[src/rtl/fa16_seq_pkg.sv]
// ---------------------------------------------------------------------------
// fa16_seq_pkg
//
// Shared types and constants for the fa16_rev sequencer slice.
//   WIDTH        - operand width of the reversible adder (fixed at 16)
//   seq_state_e  - sequencer FSM states
//   fwd_res_t    - forward-direction adder outputs captured for the
//                  backward (uncompute) pass
// ---------------------------------------------------------------------------
package fa16_seq_pkg;

  localparam int WIDTH = 16;

  // IDLE: waiting for a request
  // FWD : adder driven forward, settling
  // OUT : result offered downstream
  // BWD : adder driven backward, settling, then round-trip compare
  typedef enum logic [1:0] {
    IDLE = 2'd0,
    FWD  = 2'd1,
    OUT  = 2'd2,
    BWD  = 2'd3
  } seq_state_e;

  // Everything the forward pass produces, which is exactly what must be
  // pushed back in to recover the operands.
  typedef struct packed {
    logic [WIDTH-1:0] s;
    logic [WIDTH-1:0] a_b;
    logic             c0_b;
    logic             c15;
  } fwd_res_t;

endpackage

[src/rtl/fa16_seq_chk.sv]
// ---------------------------------------------------------------------------
// fa16_seq_chk
//
// Purely combinational round-trip checker. Compares the operands recovered
// by the backward pass of fa16_rev against the operands that were latched
// when the request was accepted. The ancilla line r_z must come back as 0.
//
// Ports:
//   r_a, r_b   in  WIDTH  recovered operands
//   r_c0_f     in  1      recovered carry-in
//   r_z        in  1      recovered ancilla (expected 0)
//   op_a, op_b in  WIDTH  latched original operands
//   op_c0      in  1      latched original carry-in
//   mismatch   out 1      1 when any recovered bit differs
// ---------------------------------------------------------------------------
module fa16_seq_chk
  import fa16_seq_pkg::*;
(
  input  logic [WIDTH-1:0] r_a,
  input  logic [WIDTH-1:0] r_b,
  input  logic             r_c0_f,
  input  logic             r_z,
  input  logic [WIDTH-1:0] op_a,
  input  logic [WIDTH-1:0] op_b,
  input  logic             op_c0,
  output logic             mismatch
);

  logic a_diff;
  logic b_diff;
  logic c0_diff;
  logic z_diff;

  assign a_diff  = (r_a != op_a);
  assign b_diff  = (r_b != op_b);
  assign c0_diff = (r_c0_f != op_c0);
  assign z_diff  = (r_z != 1'b0);

  assign mismatch = a_diff | b_diff | c0_diff | z_diff;

endmodule

[src/rtl/fa16_rev_seq.sv]
// ---------------------------------------------------------------------------
// fa16_rev_seq
//
// Sequencer sitting directly in front of the reversible adder fa16_rev.
// A request (a, b, c0) is accepted over valid/ready, the adder is driven
// forward for SETTLE_CYC cycles, the sum/carry is handed downstream over
// valid/ready, and then the captured forward outputs are driven back
// through the adder for SETTLE_CYC cycles. The recovered operands are
// compared with the originals; any difference sets the sticky chk_err.
//
// Parameters:
//   SETTLE_CYC  cycles the adder is held in each direction (1..15)
//   WIDTH       operand width, must be 16
//
// Ports:
//   clk, rst              clock, synchronous active-high reset
//   in_valid/in_ready     request handshake (in_ready combinational)
//   in_a, in_b, in_c0     request operands
//   res_valid/res_ready   result handshake
//   res_sum, res_cout     registered result
//   chk_err, err_clr      sticky round-trip mismatch flag and its clear
//   op_cnt                completed round-trips (wraps)
//   dir                   adder direction, 0 = forward, 1 = backward
//   f_a,f_b,f_c0_f,f_z    forward drive into the adder
//   f_s,f_a_b,f_c0_b,f_c15 forward results from the adder
//   r_s,r_a_b,r_c0_b,r_c15 backward drive into the adder
//   r_a,r_b,r_c0_f,r_z    operands recovered by the backward pass
// ---------------------------------------------------------------------------
module fa16_rev_seq
  import fa16_seq_pkg::seq_state_e;
  import fa16_seq_pkg::fwd_res_t;
  import fa16_seq_pkg::IDLE;
  import fa16_seq_pkg::FWD;
  import fa16_seq_pkg::OUT;
  import fa16_seq_pkg::BWD;
#(
  parameter int SETTLE_CYC = 2,
  parameter int WIDTH      = 16
) (
  input  logic             clk,
  input  logic             rst,

  input  logic             in_valid,
  output logic             in_ready,
  input  logic [WIDTH-1:0] in_a,
  input  logic [WIDTH-1:0] in_b,
  input  logic             in_c0,

  output logic             res_valid,
  input  logic             res_ready,
  output logic [WIDTH-1:0] res_sum,
  output logic             res_cout,

  output logic             chk_err,
  input  logic             err_clr,
  output logic [15:0]      op_cnt,

  output logic             dir,

  output logic [WIDTH-1:0] f_a,
  output logic [WIDTH-1:0] f_b,
  output logic             f_c0_f,
  output logic             f_z,
  input  logic [WIDTH-1:0] f_s,
  input  logic [WIDTH-1:0] f_a_b,
  input  logic             f_c0_b,
  input  logic             f_c15,

  output logic [WIDTH-1:0] r_s,
  output logic [WIDTH-1:0] r_a_b,
  output logic             r_c0_b,
  output logic             r_c15,
  input  logic [WIDTH-1:0] r_a,
  input  logic [WIDTH-1:0] r_b,
  input  logic             r_c0_f,
  input  logic             r_z
);

  // The adder this drives is a fixed 16-bit part, and the settle counter
  // is 4 bits wide; reject anything else at elaboration.
  generate
    if (WIDTH != fa16_seq_pkg::WIDTH) begin : g_bad_width
      $error("fa16_rev_seq: WIDTH must be 16");
    end
    if (SETTLE_CYC < 1 || SETTLE_CYC > 15) begin : g_bad_settle
      $error("fa16_rev_seq: SETTLE_CYC must be in 1..15");
    end
  endgenerate

  localparam logic [3:0] SETTLE_LAST = 4'(SETTLE_CYC - 1);

  seq_state_e       state;
  logic [3:0]       settle_cnt;
  logic             settle_last;

  logic [WIDTH-1:0] op_a;
  logic [WIDTH-1:0] op_b;
  logic             op_c0;

  fwd_res_t         fwd_res;

  logic             mismatch;
  logic             chk_fire;

  // Ready only while idle, and never while reset is held so a request
  // cannot be "accepted" on an edge that the reset is about to discard.
  assign in_ready = (state == IDLE) & ~rst;

  assign settle_last = (settle_cnt == SETTLE_LAST);

  // The compare is only meaningful on the final backward settle cycle;
  // outside of it the backward outputs are not being driven.
  assign chk_fire = (state == BWD) & settle_last;

  fa16_seq_chk u_chk (
    .r_a      (r_a),
    .r_b      (r_b),
    .r_c0_f   (r_c0_f),
    .r_z      (r_z),
    .op_a     (op_a),
    .op_b     (op_b),
    .op_c0    (op_c0),
    .mismatch (mismatch)
  );

  // Main sequencer. The forward and backward drive registers only change
  // on the transition into their own phase and otherwise hold, since the
  // adder tristates whichever side is not selected by dir.
  always_ff @(posedge clk) begin
    if (rst) begin
      state      <= IDLE;
      settle_cnt <= 4'd0;
      dir        <= 1'b0;
      op_a       <= '0;
      op_b       <= '0;
      op_c0      <= 1'b0;
      fwd_res    <= '0;
      f_a        <= '0;
      f_b        <= '0;
      f_c0_f     <= 1'b0;
      f_z        <= 1'b0;
      r_s        <= '0;
      r_a_b      <= '0;
      r_c0_b     <= 1'b0;
      r_c15      <= 1'b0;
      res_sum    <= '0;
      res_cout   <= 1'b0;
      res_valid  <= 1'b0;
      op_cnt     <= 16'd0;
    end else begin
      case (state)
        IDLE: begin
          if (in_valid) begin
            op_a       <= in_a;
            op_b       <= in_b;
            op_c0      <= in_c0;
            f_a        <= in_a;
            f_b        <= in_b;
            f_c0_f     <= in_c0;
            f_z        <= 1'b0;
            dir        <= 1'b0;
            settle_cnt <= 4'd0;
            state      <= FWD;
          end
        end

        FWD: begin
          if (settle_last) begin
            fwd_res.s    <= f_s;
            fwd_res.a_b  <= f_a_b;
            fwd_res.c0_b <= f_c0_b;
            fwd_res.c15  <= f_c15;
            res_sum      <= f_s;
            res_cout     <= f_c15;
            res_valid    <= 1'b1;
            settle_cnt   <= 4'd0;
            state        <= OUT;
          end else begin
            settle_cnt <= settle_cnt + 4'd1;
          end
        end

        OUT: begin
          // res_valid is always 1 here, so res_ready alone completes
          // the handshake. Flip the adder in the same edge so the
          // backward window starts immediately.
          if (res_ready) begin
            res_valid  <= 1'b0;
            r_s        <= fwd_res.s;
            r_a_b      <= fwd_res.a_b;
            r_c0_b     <= fwd_res.c0_b;
            r_c15      <= fwd_res.c15;
            dir        <= 1'b1;
            settle_cnt <= 4'd0;
            state      <= BWD;
          end
        end

        BWD: begin
          if (settle_last) begin
            op_cnt     <= op_cnt + 16'd1;
            dir        <= 1'b0;
            settle_cnt <= 4'd0;
            state      <= IDLE;
          end else begin
            settle_cnt <= settle_cnt + 4'd1;
          end
        end

        default: begin
          state <= IDLE;
        end
      endcase
    end
  end

  // Sticky error flag. A mismatch detected on the same edge as err_clr
  // takes priority so a fresh error is never lost to a stale clear.
  always_ff @(posedge clk) begin
    if (rst) begin
      chk_err <= 1'b0;
    end else if (chk_fire && mismatch) begin
      chk_err <= 1'b1;
    end else if (err_clr) begin
      chk_err <= 1'b0;
    end
  end

endmodule
[config.mk]
export PLATFORM = sky130hd
export DESIGN_NAME = fa16_rev_seq
export DESIGN_NICKNAME = d
export VERILOG_FILES = /design/src/rtl/fa16_seq_pkg.sv /design/src/rtl/fa16_seq_chk.sv /design/src/rtl/fa16_rev_seq.sv
export SDC_FILE = /design/constraint.sdc
export NUM_CORES = 1
export LEC_CHECK = 0
export BUFFER_PORTS_ARGS = -buffer_cell sky130_fd_sc_hd__clkbuf_2
export CAP_MARGIN = 10
export CELL_PAD_IN_SITES_DETAIL_PLACEMENT = 0
export CELL_PAD_IN_SITES_GLOBAL_PLACEMENT = 1
export CORE_MARGIN = 5
export CORE_UTILIZATION = 34
export CTS_CLUSTER_SIZE = 8
export DETAILED_ROUTE_END_ITERATION = 10
export PLACE_DENSITY = 0.87
export SETUP_SLACK_MARGIN = 0.2
export SYNTH_ARGS = -nofsm -noshare
export SYNTH_HDL_FRONTEND = slang
export SYNTH_SLANG_ARGS = --single-unit
[constraint.sdc]
create_clock -name clk -period 2.3 [get_ports clk]
set_input_delay 0.46 -clock clk [delete_from_list [all_inputs] [get_ports clk]]
set_output_delay 0.46 -clock clk [all_outputs]
set_load 0.02 [all_outputs]
### After elaboration in Yosys (flattened, before gate mapping)

Cells that the tools add are included.

| storage, ports and cells | value |
|---|---|
| register bits | 126 |
| bits of input ports | 106 |
| output and inout port bits | 105 |
| logic and storage cells | 68 |

| operators by class | value |
|---|---|
| add/subtract/negate cells | 2 |
| equality and inequality tests | 11 |
| muxes and demuxes | 18 |
| bitwise operators | 6 |
| reduce and logical (&&, ||, !) cells | 14 |

Operator list:

| kind | count |
|---|---|
| 16-bit != test | 2 |
| 16-bit by 1-bit adder with 16-bit output, second input constant | 1 |
| 4-bit two-way mux | 3 |
| 4-bit case mux with 3 select lines | 1 |
| 2-bit AND reduction | 5 |
| 2-bit two-way mux | 4 |
| 2-bit != test, second input constant | 4 |
| 2-bit case mux with 4 select lines | 1 |
| 4-bit AND reduction | 2 |
| 1-bit two-way mux | 7 |
| 4-bit by 1-bit adder with 4-bit output, second input constant | 1 |
| 2-bit == test, second input constant | 2 |
| 4-bit by 1-bit == test with 1-bit output, second input constant | 1 |
| 2-bit nonzero test | 2 |
| 1-bit bitwise OR | 3 |
| 1-bit case mux with 3 select lines | 1 |
| 3-bit AND reduction | 1 |
| 3-bit nonzero test | 1 |
| 1-bit bitwise AND | 2 |
| 2-bit by 1-bit == test with 1-bit output, second input constant | 1 |
| 2-bit zero test | 1 |
| 1-bit case mux with 2 select lines | 1 |
| 2-bit OR reduction | 1 |
| 1-bit logical AND | 1 |
| 2 further kinds | 2 |

### Longest topological paths before layout

| logic depth | value |
|---|---|
| word-level depth | 6 |
| gate-level depth with buffers | 7 |
| gate-level depth less buffers | 6 |

### Hierarchy

From an unflattened synthesis, not the netlist that was laid out.

| second synthesis, totals | value |
|---|---|
| cells, all modules | 648 |
| area total of the unflattened synthesis | 5,173.7 um^2 |

By module, submodules not included:

| module | times used | cells an instance | area an instance (um^2) | sequential area each (um^2) |
|---|---|---|---|---|
| fa16_rev_seq | 1 | 603 | 4,813.4 | 2,522.4 |
| fa16_seq_chk | 1 | 45 | 360.3 | 0.0 |

### Worst setup path before layout

Ideal clock, no wire load.

| timing | value |
|---|---|
| path type | register to register |
| from | register state[1] |
| to | register op_cnt[15] |
| setup time | 0.132 ns |
| data arrival time | 1.681 ns |
| data required time | 2.168 ns |
| path slack | 0.487 ns |
| stages on the path, launching flop included | 7 |
| path through | dfxtp_1 ha_1 nand4bb_1 buf_2 or4_4 o41ai_2 a21oi_1 |

| on the way | value |
|---|---|
| cells in the longest elaborated chain, start to end | 2 |

RTL lines:

| what | line | RTL |
|---|---|---|
| start, declared | fa16_rev_seq.sv:92 | `seq_state_e state;` |
| start signal, assigned | fa16_rev_seq.sv:131 | `state <= IDLE;` |
| start signal, assigned | fa16_rev_seq.sv:163 | `state <= FWD;` |
| start signal, assigned | fa16_rev_seq.sv:177 | `state <= OUT;` |
| 2-bit == test | fa16_rev_seq.sv:151 | `case (state)` |
| 2-bit AND reduction (no source line) | - |  |
| end signal, assigned | fa16_rev_seq.sv:201 | `op_cnt <= op_cnt + 16'd1;` |
| end, declared | fa16_rev_seq.sv:56 | `output logic [15:0] op_cnt,` |

No other way between the ends.
A chain may end at the register's enable or synchronous reset.

### Worst setup path in the final report

| timing | value |
|---|---|
| from | register state[1] |
| to | output port in_ready |

| on the way | value |
|---|---|
| cells in the longest elaborated chain, start to end | 2 |

RTL lines:

| what | line | RTL |
|---|---|---|
| 2-bit zero test | fa16_rev_seq.sv:107 | `assign in_ready = (state == IDLE) & ~rst;` |
| 1-bit bitwise AND | fa16_rev_seq.sv:107 |  |
| end, declared | fa16_rev_seq.sv:44 | `output logic in_ready,` |

No other way between the ends.

==> impl_metrics.tcl <==
set metrics [dict create \
    reg2reg_from "settle_cnt[0]$_SDFFE_PP0P_" \
    place_hpwl_mm 10.6 \
    wl_met1_mm 6.52 \
    cts_tree "yes" \
    place_congestion 0.773 \
    synthArstFlopShare 0 \
    hp-start "in_a[12]" \
    synth.distinct_cells 46 \
    antenna_found_initial 0 \
    max_freq_mhz 527 \
    synth_area_um2 5210 \
    nNetsFinal 948 \
    whs_ns 0.266 \
    fin_crit_ns 1.90 \
    reg2reg_depth 5 \
    required_ns 1.84 \
    worst-path-stages 4 \
    hold_buffers 0 \
    die-width_um 134 \
    cts_buffers 17 \
    drc 0 \
    grt_pass1_vias 4574 \
    syn_area_per_cell_um2 8.04 \
    cts_root_buffer "clkbuf_16" \
    grt_max_degree 79 \
    report.final.hold_viol_count 0 \
    syn_to_final_growth_pct 35.4 \
    worst-path-buf-inv 2 \
    htree_levels 4 \
    start_util 0.344 \
    yosys_register_bits 126 \
    tns_ns 0 \
    clock-skew-final_ns 0.00704 \
    insertedDiodeCount 0 \
    core_um2 15100 \
    synthCells 648 \
    maxSlewViolCount 0 \
    numPortBuffers 209 \
    worstPathArrival_ns 1.44 \
    path_max_fanout 4 \
    hold_depth 3 \
    num_rows 45 \
    die_height_um 134 \
    crit_family "flip-flops" \
    reg2reg_slack_ns 0.40 \
    cts.sinks 126 \
    top_layer_used "met4" \
    p_total_w 0.00738 \
    yosys_warnings 0 \
    finalSetupViolCount 0 \
    cap_violations 0 \
    hold_class "in2reg" \
    drt-total-wl_mm 14.6 \
    clock_latency_ns 0.41 \
    wl_met2_mm 6.56 \
    num_vias 4794 \
    reg2reg_to "dir$_SDFFE_PP0P_" \
    synth_ff_type "dfxtp_1" \
    dpl_cell_area_um2 6340 \
    start_kind "flop" \
    end_kind "output port" \
    drive_gt1_frac 0.312 \
    ctsResizeCount 0 \
    whs_endpoint "op_a[12]$_SDFFE_PP0P_" \
    clk_path_buf_depth 2 \
    pin_count 211 \
    drt-pass1-iter-count 4 \
    viasPerCell 4.63 \
    synth_fp_nets 762 \
    setup_ws_ns 0.402 \
    slowest_stage "dfxtp_1" \
    yosysSeqAreaShare 0.484 \
    grt_pass1_wl_mm 23.0 \
    antenna_left 0 \
    stdcell_area_um2 7060 \
    dieArea_um2 17900 \
    overflow 0 \
    p_leak_nw 2.93 \
    wl_met3_mm 1.26 \
    critical_path.max_stage_delay_ns 0.38 \
    max-vdd-ir-drop_mv 0.532 \
    globalRouteTotalUtil 0.160 \
    post-route-period-util 0.825 \
    post-cts-setup-buffer-count 0 \
    pre_cts_ws_ns 0.413 \
    synth-edff-count 0 \
    routedWlPerCell_um 14.1 \
    cts.clk_slew.worst_paths_ns 0.06 \
    power_density_nw_per_um2 1050 \
    worstSetupPathType "reg2out" \
    status "finished clean" \
    path_cells "inv_1 -> ha_1 -> nor2b_1 -> clkbuf_2" \
    rsz0062_at_grt "no" \
    drt-initial-drc-count 170 \
]
## through the flow
stage | std cells | util
after floorplan | 648 | -
after global placement | 1003 | 0.419
after detailed placement | 1003 | 0.419
after CTS | 1035 | 0.466
after global routing | 1035 | 0.466
final | 1035 | 0.466
## layout make-up
type | instances | area, um^2
fill | 1511 | 8090
multi-input combinational | 461 | 2390
timing repair buffer | 219 | 1160
sequential | 126 | 2520
tap | 188 | 235
clock inverter | 13 | 258
clock buffer | 19 | 453
inverter | 9 | 33.8
## kinds of logic after synthesis
logic type | synth area share
buffers and inverters | 0.0571
multiplexers | 0.00384
flip-flops | 0.484
adder cells (fa/ha/maj) | 0.0192
XOR/XNOR | 0.0756
AO/OA/AOI/OAI | 0.127
AND/OR/NAND/NOR | 0.233
other | 0.000719
## worst reg2reg max path, stage by stage, from the launching register on
cell	delay, ns
dfxtp_1	0.40
ha_1	0.20
or3b_2	0.50
a2111oi_2	0.41
mux2i_1	0.22
nor2_1	0.05
## how the worst max path moves through the flow
stage | from | to | slack, ns
final | state[1]$_SDFFE_PP0P_ | in_ready | 0.40
after global routing | settle_cnt[0]$_SDFFE_PP0P_ | dir$_SDFFE_PP0P_ | 0.25
after global placement | settle_cnt[0]$_SDFFE_PP0P_ | dir$_SDFFE_PP0P_ | 0.43
after detailed placement | settle_cnt[0]$_SDFFE_PP0P_ | dir$_SDFFE_PP0P_ | 0.41
after floorplan | state[1]$_SDFFE_PP0P_ | op_cnt[15]$_SDFFE_PP0P_ | 0.49
after CTS | state[0]$_SDFFE_PP0P_ | in_ready | 0.37
## per-layer routing
layer,vias to the layer above,track usage
met5,-,0
met4,0,0.0566
met3,16,0.0634
met2,176,0.253
met1,2123,0.199
li1,2479,-
## cells in the mapped netlist, types with 3 or more instances
| cell | number | area, um^2 |
|---|---|---|
| dfxtp_1 | 126 | 2520 |
| nand2_1 | 215 | 807 |
| a21oi_1 | 109 | 546 |
| nand3_1 | 6 | 30.0 |
| clkbuf_1 | 28 | 105 |
| buf_1 | 3 | 11.3 |
| nor2_1 | 16 | 60.1 |
| nand4_1 | 11 | 68.8 |
| nor2b_1 | 3 | 18.8 |
| xor2_1 | 6 | 52.6 |
| o21ai_0 | 4 | 20.0 |
| buf_4 | 17 | 128 |
| buf_2 | 4 | 20.0 |
| inv_1 | 9 | 33.8 |
| ha_1 | 8 | 100 |
| xnor2_1 | 39 | 342 |
| nor3_1 | 8 | 40.0 |
## state kept, by name, indices dropped and copies added, names as in the netlist
signal	count
chk_err	1
dir	1
fwd_res	34
op_a	16
op_b	16
op_c0	1
op_cnt	16
r_a_b	16
r_c0_b	1
r_c15	1
r_s	16
res_valid	1
settle_cnt	4
state	2
## cell usage in the layout (no fill, tap or decap), types with 3 or more instances in the layout
cell / count
nand2_1: 215
clkbuf_2: 208
dfxtp_1: 126
a21oi_1: 109
xnor2_1: 39
clkbuf_16: 17
nor2_1: 16
nand4_1: 11
inv_1: 9
nor3_1: 8
ha_1: 8
buf_4: 8
bufinv_16: 7
nand3_1: 6
xor2_1: 6
o21ai_0: 4
nor2b_1: 3
buf_12: 3
## report_power, final
group / switching (W) / internal (W) / leakage (nW)
registers: 0.000191 / 0.00239 / 1.02
clock network: 0.000988 / 0.00221 / 0.344
logic: 0.00100 / 0.000602 / 1.56
total: 0.00218 / 0.00521 / 2.93
No activity file was read; power rests on OpenSTA's default activity.
